### src/rtl/audio_sample_mixer_pkg.sv
// Shared types and helpers for the audio sample mixer.
package audio_sample_mixer_pkg;

    typedef enum logic [1:0] {IDLE, ACCUM, SPK, OUT} state_t;

    localparam int SPK_LEVEL_SHIFT = 3;

    // Unsigned clamp of an accumulator value to 2^width-1.
    function automatic logic [31:0] sat_u(input logic [31:0] acc, input int unsigned width);
        logic [31:0] max_v;
        max_v = (32'd1 << width) - 32'd1;
        return (acc > max_v) ? max_v : acc;
    endfunction

endpackage

### src/rtl/audio_sample_mixer_if.sv
// Mixed-sample output bus towards the HDMI audio encoder.
interface audio_sample_mixer_if #(
    parameter int OUT_WIDTH = 16
);
    logic                 sample_strobe_o;
    logic [OUT_WIDTH-1:0] sample_l_o;
    logic [OUT_WIDTH-1:0] sample_r_o;
    logic                 sample_valid_o;
    logic                 clip_o;

    modport master (
        output sample_strobe_o, sample_l_o, sample_r_o, sample_valid_o, clip_o
    );

    modport slave (
        input sample_strobe_o, sample_l_o, sample_r_o, sample_valid_o, clip_o
    );
endinterface

### src/rtl/audio_sample_mixer_strobe_gen.sv
// Audio-rate strobe: free-running divider of the pixel clock.
module audio_strobe_gen #(
    parameter int CLOCK_SPEED_HZ = 27_000_000,
    parameter int AUDIO_RATE     = 44100
) (
    input  logic clk_pixel_w,
    input  logic system_reset_n_w,
    output logic o_strobe
);
    localparam int DIV   = CLOCK_SPEED_HZ / AUDIO_RATE;
    localparam int CNT_W = (DIV > 1) ? $clog2(DIV) : 1;

    logic [CNT_W-1:0] r_cnt;

    assign o_strobe = (r_cnt == CNT_W'(DIV - 1));

    always_ff @(posedge clk_pixel_w or negedge system_reset_n_w) begin
        if (!system_reset_n_w) begin
            r_cnt <= '0;
        end else if (o_strobe) begin
            r_cnt <= '0;
        end else begin
            r_cnt <= r_cnt + 1'b1;
        end
    end
endmodule

### src/rtl/audio_sample_mixer.sv
// Sequential stereo mixer: one channel per clock into wide accumulators,
// plus a pulse-limited speaker term, saturated to OUT_WIDTH on output.
//
//   state | meaning
//   IDLE  | wait for strobe, snapshot inputs, clear accumulators
//   ACCUM | add scaled channel idx to both sides
//   SPK   | add speaker term when active
//   OUT   | saturate, register outputs, pulse valid
module audio_sample_mixer
    import audio_sample_mixer_pkg::*;
#(
    parameter int CLOCK_SPEED_HZ = 27_000_000,
    parameter int AUDIO_RATE     = 44100,
    parameter int NUM_CH         = 4,
    parameter int CH_WIDTH       = 10,
    parameter int OUT_WIDTH      = 16,
    parameter int SPEAKER_HOLD   = 255
) (
    input  logic                       clk_pixel_w,
    input  logic                       system_reset_n_w,
    input  logic [NUM_CH*CH_WIDTH-1:0] ch_l_i,
    input  logic [NUM_CH*CH_WIDTH-1:0] ch_r_i,
    input  logic [NUM_CH*3-1:0]        ch_atten_i,
    input  logic [NUM_CH-1:0]          ch_mute_i,
    input  logic                       speaker_toggle_i,
    input  logic                       speaker_en_i,
    input  logic                       clip_clr_i,
    audio_sample_mixer_if.master       out_if
);
    localparam int ACC_W  = OUT_WIDTH + $clog2(NUM_CH + 1);
    localparam int IDX_W  = (NUM_CH > 1) ? $clog2(NUM_CH) : 1;
    localparam int PAD    = OUT_WIDTH - CH_WIDTH;
    localparam int HOLD_W = $clog2(SPEAKER_HOLD + 1);
    localparam logic [ACC_W-1:0] SPK_TERM = ACC_W'(1) << (OUT_WIDTH - SPK_LEVEL_SHIFT);

    if (CLOCK_SPEED_HZ / AUDIO_RATE < NUM_CH + 4) begin : g_div_chk
        $error("audio_sample_mixer: divider too small for NUM_CH");
    end

    logic w_strobe;

    audio_strobe_gen #(
        .CLOCK_SPEED_HZ (CLOCK_SPEED_HZ),
        .AUDIO_RATE     (AUDIO_RATE)
    ) u_strobe (
        .clk_pixel_w      (clk_pixel_w),
        .system_reset_n_w (system_reset_n_w),
        .o_strobe         (w_strobe)
    );

    // Speaker toggle crosses from the logic clock domain.
    logic [1:0]        r_spk_sync;
    logic              w_spk_s;
    logic              r_spk_prev;
    logic              r_spk_active;
    logic [HOLD_W-1:0] r_spk_cnt;

    assign w_spk_s = r_spk_sync[1];

    always_ff @(posedge clk_pixel_w or negedge system_reset_n_w) begin
        if (!system_reset_n_w) begin
            r_spk_sync   <= '0;
            r_spk_prev   <= 1'b0;
            r_spk_active <= 1'b0;
            r_spk_cnt    <= '0;
        end else begin
            r_spk_sync <= {r_spk_sync[0], speaker_toggle_i};
            if (w_strobe) begin
                r_spk_active <= r_spk_prev && (r_spk_cnt != '0) && speaker_en_i;
                if (w_spk_s != r_spk_prev) begin
                    r_spk_cnt <= HOLD_W'(SPEAKER_HOLD);
                end else if (r_spk_cnt != '0) begin
                    r_spk_cnt <= r_spk_cnt - 1'b1;
                end
                r_spk_prev <= w_spk_s;
            end
        end
    end

    state_t r_state, w_state_nxt;
    logic   w_snap, w_acc_en, w_spk_en, w_out_en;
    logic [IDX_W-1:0] r_idx;

    always_ff @(posedge clk_pixel_w or negedge system_reset_n_w) begin
        if (!system_reset_n_w) begin
            r_state <= IDLE;
        end else begin
            r_state <= w_state_nxt;
        end
    end

    always_comb begin
        w_state_nxt = r_state;
        w_snap      = 1'b0;
        w_acc_en    = 1'b0;
        w_spk_en    = 1'b0;
        w_out_en    = 1'b0;
        case (r_state)
            IDLE: begin
                if (w_strobe) begin
                    w_snap      = 1'b1;
                    w_state_nxt = ACCUM;
                end
            end
            ACCUM: begin
                w_acc_en = 1'b1;
                if (r_idx == IDX_W'(NUM_CH - 1)) begin
                    w_state_nxt = SPK;
                end
            end
            SPK: begin
                w_spk_en    = 1'b1;
                w_state_nxt = OUT;
            end
            OUT: begin
                w_out_en    = 1'b1;
                w_state_nxt = IDLE;
            end
            default: w_state_nxt = IDLE;
        endcase
    end

    logic [NUM_CH*CH_WIDTH-1:0] r_snap_l, r_snap_r;
    logic [NUM_CH*3-1:0]        r_snap_atten;
    logic [NUM_CH-1:0]          r_snap_mute;
    logic [ACC_W-1:0]           r_acc_l, r_acc_r;

    logic [CH_WIDTH-1:0]  w_x_l, w_x_r;
    logic [2:0]           w_atten;
    logic [OUT_WIDTH-1:0] w_s_l, w_s_r;

    // Channel samples are MSB-aligned into OUT_WIDTH before attenuation.
    always_comb begin
        w_x_l   = r_snap_l[r_idx*CH_WIDTH +: CH_WIDTH];
        w_x_r   = r_snap_r[r_idx*CH_WIDTH +: CH_WIDTH];
        w_atten = r_snap_atten[r_idx*3 +: 3];
        w_s_l   = (OUT_WIDTH'(w_x_l) << PAD) >> w_atten;
        w_s_r   = (OUT_WIDTH'(w_x_r) << PAD) >> w_atten;
        if (r_snap_mute[r_idx]) begin
            w_s_l = '0;
            w_s_r = '0;
        end
    end

    always_ff @(posedge clk_pixel_w or negedge system_reset_n_w) begin
        if (!system_reset_n_w) begin
            r_snap_l     <= '0;
            r_snap_r     <= '0;
            r_snap_atten <= '0;
            r_snap_mute  <= '0;
            r_acc_l      <= '0;
            r_acc_r      <= '0;
            r_idx        <= '0;
        end else if (w_snap) begin
            r_snap_l     <= ch_l_i;
            r_snap_r     <= ch_r_i;
            r_snap_atten <= ch_atten_i;
            r_snap_mute  <= ch_mute_i;
            r_acc_l      <= '0;
            r_acc_r      <= '0;
            r_idx        <= '0;
        end else if (w_acc_en) begin
            r_acc_l <= r_acc_l + ACC_W'(w_s_l);
            r_acc_r <= r_acc_r + ACC_W'(w_s_r);
            r_idx   <= r_idx + 1'b1;
        end else if (w_spk_en && r_spk_active) begin
            r_acc_l <= r_acc_l + SPK_TERM;
            r_acc_r <= r_acc_r + SPK_TERM;
        end
    end

    logic [31:0] w_acc_l32, w_acc_r32, w_sat_l32, w_sat_r32;
    logic        w_clip;

    assign w_acc_l32 = 32'(r_acc_l);
    assign w_acc_r32 = 32'(r_acc_r);
    assign w_sat_l32 = sat_u(w_acc_l32, OUT_WIDTH);
    assign w_sat_r32 = sat_u(w_acc_r32, OUT_WIDTH);
    assign w_clip    = (w_sat_l32 != w_acc_l32) || (w_sat_r32 != w_acc_r32);

    logic [OUT_WIDTH-1:0] r_sample_l, r_sample_r;
    logic                 r_valid, r_clip;

    always_ff @(posedge clk_pixel_w or negedge system_reset_n_w) begin
        if (!system_reset_n_w) begin
            r_sample_l <= '0;
            r_sample_r <= '0;
            r_valid    <= 1'b0;
            r_clip     <= 1'b0;
        end else begin
            r_valid <= w_out_en;
            if (w_out_en) begin
                r_sample_l <= w_sat_l32[OUT_WIDTH-1:0];
                r_sample_r <= w_sat_r32[OUT_WIDTH-1:0];
            end
            // A saturation in the same cycle as a clear keeps the flag set.
            if (w_out_en && w_clip) begin
                r_clip <= 1'b1;
            end else if (clip_clr_i) begin
                r_clip <= 1'b0;
            end
        end
    end

    assign out_if.sample_strobe_o = w_strobe;
    assign out_if.sample_l_o      = r_sample_l;
    assign out_if.sample_r_o      = r_sample_r;
    assign out_if.sample_valid_o  = r_valid;
    assign out_if.clip_o          = r_clip;
endmodule

### src/flat_wrapper.sv
// flat-port wrapper written by rule: the top's interface ports become plain ports
module audio_sample_mixer_flat import audio_sample_mixer_pkg::*;
#(
    parameter int CLOCK_SPEED_HZ = 27_000_000,
    parameter int AUDIO_RATE     = 44100,
    parameter int NUM_CH         = 4,
    parameter int CH_WIDTH       = 10,
    parameter int OUT_WIDTH      = 16,
    parameter int SPEAKER_HOLD   = 255
)
  (clk_pixel_w, system_reset_n_w, ch_l_i, ch_r_i, ch_atten_i, ch_mute_i, speaker_toggle_i, speaker_en_i, clip_clr_i, out_if_sample_strobe_o, out_if_sample_l_o, out_if_sample_r_o, out_if_sample_valid_o, out_if_clip_o);
  audio_sample_mixer_if #(.OUT_WIDTH(OUT_WIDTH)) out_if_i ();
  input  logic clk_pixel_w;
  input  logic system_reset_n_w;
  input  logic [NUM_CH*CH_WIDTH-1:0] ch_l_i;
  input  logic [NUM_CH*CH_WIDTH-1:0] ch_r_i;
  input  logic [NUM_CH*3-1:0] ch_atten_i;
  input  logic [NUM_CH-1:0] ch_mute_i;
  input  logic speaker_toggle_i;
  input  logic speaker_en_i;
  input  logic clip_clr_i;
  output wire logic [$bits(out_if_i.sample_strobe_o)-1:0] out_if_sample_strobe_o;
  output wire logic [$bits(out_if_i.sample_l_o)-1:0] out_if_sample_l_o;
  output wire logic [$bits(out_if_i.sample_r_o)-1:0] out_if_sample_r_o;
  output wire logic [$bits(out_if_i.sample_valid_o)-1:0] out_if_sample_valid_o;
  output wire logic [$bits(out_if_i.clip_o)-1:0] out_if_clip_o;
  assign out_if_sample_strobe_o = out_if_i.sample_strobe_o;
  assign out_if_sample_l_o = out_if_i.sample_l_o;
  assign out_if_sample_r_o = out_if_i.sample_r_o;
  assign out_if_sample_valid_o = out_if_i.sample_valid_o;
  assign out_if_clip_o = out_if_i.clip_o;
  audio_sample_mixer #(.CLOCK_SPEED_HZ(CLOCK_SPEED_HZ), .AUDIO_RATE(AUDIO_RATE), .NUM_CH(NUM_CH), .CH_WIDTH(CH_WIDTH), .OUT_WIDTH(OUT_WIDTH), .SPEAKER_HOLD(SPEAKER_HOLD)) u_core (.clk_pixel_w(clk_pixel_w), .system_reset_n_w(system_reset_n_w), .ch_l_i(ch_l_i), .ch_r_i(ch_r_i), .ch_atten_i(ch_atten_i), .ch_mute_i(ch_mute_i), .speaker_toggle_i(speaker_toggle_i), .speaker_en_i(speaker_en_i), .clip_clr_i(clip_clr_i), .out_if(out_if_i));
endmodule
### config.mk
export PLATFORM = sky130hd
export DESIGN_NAME = audio_sample_mixer_flat
export DESIGN_NICKNAME = d
export VERILOG_FILES = /design/src/rtl/audio_sample_mixer_pkg.sv /design/src/rtl/audio_sample_mixer_if.sv /design/src/rtl/audio_sample_mixer_strobe_gen.sv /design/src/rtl/audio_sample_mixer.sv /design/src/flat_wrapper.sv
export SDC_FILE = /design/constraint.sdc
export NUM_CORES = 1
export LEC_CHECK = 0
export BUFFER_PORTS_ARGS = -buffer_cell sky130_fd_sc_hd__buf_2
export CAP_MARGIN = 15
export CORE_UTILIZATION = 57
export CTS_BUF_LIST = sky130_fd_sc_hd__clkbuf_8 sky130_fd_sc_hd__clkbuf_16
export CTS_CLUSTER_DIAMETER = 80
export DETAILED_ROUTE_END_ITERATION = 8
export GPL_TIMING_DRIVEN = 0
export PLACE_DENSITY = 0.79
export SLEW_MARGIN = 20
export SYNTH_ARGS = -nofsm -noshare
export SYNTH_HDL_FRONTEND = slang
export SYNTH_SLANG_ARGS = --single-unit
### constraint.sdc
create_clock -name clk_pixel_w -period 11.6 [get_ports clk_pixel_w]
set_clock_uncertainty 0.05 [all_clocks]
set_input_delay 0.58 -clock clk_pixel_w [delete_from_list [all_inputs] [get_ports clk_pixel_w]]
set_output_delay 0.58 -clock clk_pixel_w [all_outputs]
set_load 0.01 [all_outputs]
# After elaboration in Yosys (flattened, before gate mapping)
# Index checks and enable logic that the tools add are counted.
[totals]
reg_bits = 194
latchBits = 0
mem_bits_rw = 0
mem_bits_ro = 0
output_inout_bits = 35
wordCells = 84
memories = 0
[op_classes]
n_addsub = 7
n_mul = 2
div = 0
n_lt_le_gt_ge = 3
n_eq_ne = 10
shift = 5
mux = 27
n_bitwise = 0
reduce_logical = 13
[ops]
columns = ["operator", "count"]
rows = [
  ["$mux 19", 8],
  ["$shiftx 40x7->10", 2],
  ["$ne 32x19->1", 2],
  ["$add 19x14->19 const B", 2],
  ["$add 19x16->19", 2],
  ["$gt 19x16->1 const B", 2],
  ["$mux 16", 2],
  ["$shr 16x3->16", 2],
  ["$mux 8", 2],
  ["$shiftx 12x5->3", 1],
  ["$add 10x1->10 const B", 1],
  ["$eq 10x10->1 const B", 1],
  ["$mux 10", 1],
  ["$mux 1", 8],
  ["$mux 2", 4],
  ["$pmux 2 s4", 1],
  ["$reduce_bool 8->1", 1],
  ["$sub 8x1->8 const B", 1],
  ["$eq 2x2->1 const B", 3],
  ["$reduce_bool 2->1", 3],
  ["$mul 2x3->5 const B", 1],
  ["$logic_and 1x1->1", 4],
  ["$mul 2x2->4 const B", 1],
  ["$reduce_and 2->1", 2],
  ["10 further kinds", 10],
]

# Depth between registers and ports, before layout
[depth]
word_depth = 7
ltp_mapped = 16
depth_no_buf = 13

# Hierarchy
# Synthesis repeated with hierarchy kept, for this count alone.
[hier_totals]
cells_unflattened = 1183
hier_area_um2 = 10746.6
[by_module_without_submodules]
columns = ["module", "instances", "cells_each", "area_per_inst_um2", "seq_area_each_um2"]
rows = [
  ["audio_sample_mixer", 1, 1142, 10274.9, 4604.4],
  ["audio_strobe_gen", 1, 41, 471.7, 250.2],
]

# Worst setup path before layout
# OpenSTA, ideal clock, no wires.
[synth_timing]
path_type = "reg-to-reg"
from = "register u_core.r_idx[0]"
to = "register u_core.r_acc_r[14]"
arrival_ps = 3702
setup_slack_ps = 7754
path_stages_with_launch = 14
n_path_buf = 2
cell_sequence = "dfrtp_1 buf_6 buf_2 mux4_2 mux2_2 a22oi_1 nor2_1 fa_1 a21o_1 a221oi_2 o21ai_0 a21bo_2 a31o_2 a211oi_1"
[synth_between]
elab_chain_cells = 7
elab_cells_between_ends = 11
[synth_lines]
columns = ["item", "line_no", "rtl"]
rows = [
  ["from (decl)", "audio_sample_mixer.sv:82", "logic [IDX_W-1:0] r_idx;"],
  ["from (signal assigned)", "audio_sample_mixer.sv:165", "r_idx <= r_idx + 1'b1;"],
  ["$mul 2x3->5 / $mul 2x2->4 (equally long branches)", "audio_sample_mixer.sv:135, audio_sample_mixer.sv:136", ""],
  ["$shiftx 40x7->10 / $shiftx 12x5->3 (equally long branches)", "audio_sample_mixer.sv:135, audio_sample_mixer.sv:136", ""],
  ["$shr 16x3->16", "audio_sample_mixer.sv:138", "w_s_r = (OUT_WIDTH'(w_x_r) << PAD) >> w_atten;"],
  ["$mux 16 (*)", "audio_sample_mixer.sv:139", "if (r_snap_mute[r_idx]) begin"],
  ["$add 19x16->19 (*)", "audio_sample_mixer.sv:164", "r_acc_r <= r_acc_r + ACC_W'(w_s_r);"],
  ["$mux 19 (*)", "audio_sample_mixer.sv:162", "end else if (w_acc_en) begin"],
  ["$mux 19 (*)", "audio_sample_mixer.sv:154", "end else if (w_snap) begin"],
  ["to (signal assigned)", "audio_sample_mixer.sv:164", ""],
  ["to (signal assigned)", "audio_sample_mixer.sv:168", "r_acc_r <= r_acc_r + SPK_TERM;"],
  ["to (decl)", "audio_sample_mixer.sv:126", "logic [ACC_W-1:0] r_acc_l, r_acc_r;"],
]
# Mark *: on every way between the ends. The rest lies on a longest branch, timed or not. The select of a mux whose other input is x is not followed.
# A chain may end at the register's enable or synchronous reset.

# Final worst setup path
[layout_timing]
from = "register u_core.r_idx[1]"
to = "register u_core.r_acc_r[14]"
# Same word-level chain as after synthesis.

==> results_dict.tcl <==
set metrics [dict create \
    synth_common_cells "nand2_1 (336), dfrtp_1 (194), nor2_1 (123), a21oi_1 (68), clkbuf_1 (54)" \
    wl_per_cell_microns 17.7 \
    combPwrFrac_pct 2.6 \
    clk_pin_slew_worst_paths_ps 70 \
    coreArea_sq_mm 0.0187 \
    fp.dieH_microns 140 \
    synth_top_cell_by_area "dfrtp_1" \
    cts.htree.levels 4 \
    syn_nets 1352 \
    ys_dominant_reg_cell "dfrtp_1" \
    fin_crit_ps 4660 \
    drt_iter0_markers 600 \
    maxCapViolCount 0 \
    rsz0062_at_grt "no" \
    crit_path_frequent_cell "clkbuf_1" \
    worstPathRequired_ps 11890 \
    syn_to_final_growth_pct 14.8 \
    crit_family "compound AO/OA/AOI/OAI gates" \
    power_density_mw_per_mm2 103 \
    cts_buffers 17 \
    grt_pass1_vias 9189 \
    clk_latency_ps 440 \
    ant_nets 0 \
    seq_area_frac_synth_pct 44.7 \
    grt_use_total_pct 30.4 \
    fin_cells 1609 \
    fin_crit_sh_pct 40.1 \
    ff2ff_path_depth 13 \
    multi_input_area_sq_mm 0.00565 \
    synth-edff-count 0 \
    hold_viol 0 \
    relSlewSlack_pct 40.7 \
    syn-cell-area_sq_mm 0.0109 \
    hold_path_class "in2reg" \
    hpwl_microns 21000 \
    pwr-share-seq_pct 52.5 \
    synthArstFlopShare_pct 100 \
    min_path_cells 1 \
    arrival_ps 4940 \
    antenna_found_initial 0 \
    cts_tree "done" \
    status "completed" \
    clockBufferDepth 2 \
    drive_above_1_share_pct 17.2 \
    yosys_warnings 0 \
    rows 50 \
    drc 0 \
    synth.distinct_cells 69 \
    synthCells 1206 \
    cts.sinks 194 \
    start_kind "register" \
    ios 136 \
    path_cells "clkbuf_1 > clkbuf_1 > mux4_2 > mux2_2 > a22oi_1 > nor2_1 > fa_1 > a21o_1 > a221oi_2 > o21ai_0 > a21bo_2 > a31o_2 > a211oi_1" \
    synth_top_area_share_pct 44.7 \
    clkPwrFrac_pct 44.9 \
    dp.cells 1577 \
    nFillCells 1554 \
    hold_slack_ps 195 \
    vias 9376 \
    power_mw 1.29 \
    synth_area_per_cell_sq_um 9.01 \
    grt_start_max_net_pins 84 \
    end_kind "register" \
    crit_fanout 10 \
    path_class "reg2reg" \
    ys_ff_latch 194 \
    drv_slew 0 \
    drt-total-wl_microns 28500 \
    port_buffers 135 \
    cellLeakagePower_nw 5.98 \
    yosys-top-cells-area "dfrtp_1 (45%), nand2_1 (12%), mux4_2 (5.0%)" \
    slowest_delay_ps 540 \
    slowest_stage "clkbuf_1" \
    die_area_sq_mm 0.0196 \
    cts_root_buf "clkbuf_16" \
    diodes 0 \
    worstMarginPinSlew_ps 889 \
    initial_core_util_pct 58.1 \
    p_int_mw 0.995 \
    die_w_microns 140 \
    grt_overflow 0 \
    p_sw_share_pct 22.8 \
    grt_pass1_wl_microns 46400 \
    yosys.cell_count.top_type "nand2_1" \
    nets 1509 \
    place.gp.congestion 0.925 \
    p_sw_mw 0.294 \
    cp.depth 13 \
    dr.pass1.iters 5 \
    fin_setup_tns_ps 0 \
    fmax_mhz 215 \
    seqCellArea_sq_mm 0.00485 \
    crit_buf_inv 2 \
    peakVddDrop_mv 0.106 \
    vias_per_cell 5.83 \
    setup_viol 0 \
]
## cell families after synthesis
family,share of synthesized area [%]
xor+xnor,2.90
flops,44.7
fa+ha+maj,5.32
simple gates,21.9
mux,9.98
compound gates,11.9
buf+inv,3.32
## cell usage in the layout, fill, tap and decap left out, types with 6 or more instances in the layout
cell type / count
a211oi_1: 8
a21o_1: 15
a21oi_1: 68
a31oi_1: 10
and3_1: 9
buf_2: 139
clkbuf_1: 54
clkbuf_16: 17
dfrtp_1: 194
ha_1: 43
inv_1: 16
inv_6: 6
mux2_2: 19
mux2i_1: 33
mux4_2: 24
nand2_1: 336
nand2b_1: 11
nand3_1: 26
nand4_1: 12
nor2_1: 123
nor2b_1: 6
nor3_1: 23
o211ai_1: 7
o21ai_0: 31
o22ai_1: 22
xnor2_1: 25
xor2_1: 11
## registers in the layout, indices dropped and copies added (netlist names), 4 cells and up
| signal | flops |
|---|---|
| u_core.u_strobe.r_cnt | 10 |
| u_core.out_if.sample_l_o | 16 |
| u_core.r_acc_l | 19 |
| u_core.out_if.sample_r_o | 16 |
| u_core.r_spk_cnt | 8 |
| u_core.r_snap_r | 40 |
| u_core.r_snap_l | 40 |
| u_core.r_acc_r | 19 |
| u_core.r_snap_atten | 12 |
| u_core.r_snap_mute | 4 |
## final cells by class
type / instances / share of cell area (%)
Multi-Input combinational cell: 929 / 45.3
Tap cell: 234 / 2.35
Timing Repair Buffer: 138 / 6.02
Sequential cell: 194 / 38.9
Clock inverter: 13 / 0.983
Inverter: 16 / 0.482
Buffer: 67 / 2.41
Clock buffer: 18 / 3.52
## repair_timing
item                                   CTS  global route
setup buffers                            0             0
endpoints found under the hold margin    7             0
hold buffers                             1             0
resized for setup                        0             0
## worst paths after layout
kind,slack [ps],start,end
max in group asynchronous,10140,system_reset_n_w,u_core.r_acc_l[8]$_DFFE_PN0P_
setup / recovery,6940,u_core.r_idx[1]$_DFFE_PN0P_,u_core.r_acc_r[14]$_DFFE_PN0P_
hold / removal,190,speaker_toggle_i,u_core.r_spk_sync[0]$_DFF_PN0_
hold reg to reg,300,u_core.r_spk_sync[0]$_DFF_PN0_,u_core.r_spk_sync[1]$_DFF_PN0_
min in group asynchronous,580,system_reset_n_w,u_core.r_snap_r[8]$_DFFE_PN0P_
setup reg to reg,6940,u_core.r_idx[1]$_DFFE_PN0P_,u_core.r_acc_r[14]$_DFFE_PN0P_
## metal layers
layer | GRT usage (%) | vias to the layer above | share of wire (%)
met4 | 10.6 | 0 | 2.2
met1 | 41.2 | 4477 | 44
met2 | 49.6 | 379 | 47
li1 | - | 4470 | -
met3 | 5.13 | 50 | 7.2
met5 | 0 | - | 0
## power groups by stage
| stage | clock network, mW | registers [mW] | logic (mW) |
|---|---|---|---|
| 2_1_floorplan | 0 | 0.690 | 0.000529 |
| 3_3_place_gp | 0 | 0.690 | 0.0310 |
| 3_5_place_dp | 0 | 0.690 | 0.0338 |
| 4_1_cts | 0.583 | 0.676 | 0.0342 |
| 5_1_grt | 0.608 | 0.676 | 0.0380 |
| 6_report | 0.579 | 0.676 | 0.0334 |
## per-stage QoR
stage / util (%) / setup slack [ps] / area [sq um]
after floorplan: - / 7750 / 10900
after global placement: 63.3 / 6750 / 11800
after detailed placement: 63.6 / 7000 / 11900
after CTS: 66.7 / 6970 / 12500
after global routing: 66.7 / 6610 / 12500
final: 66.7 / 6940 / 12500
(Power assumes the default switching activity.)
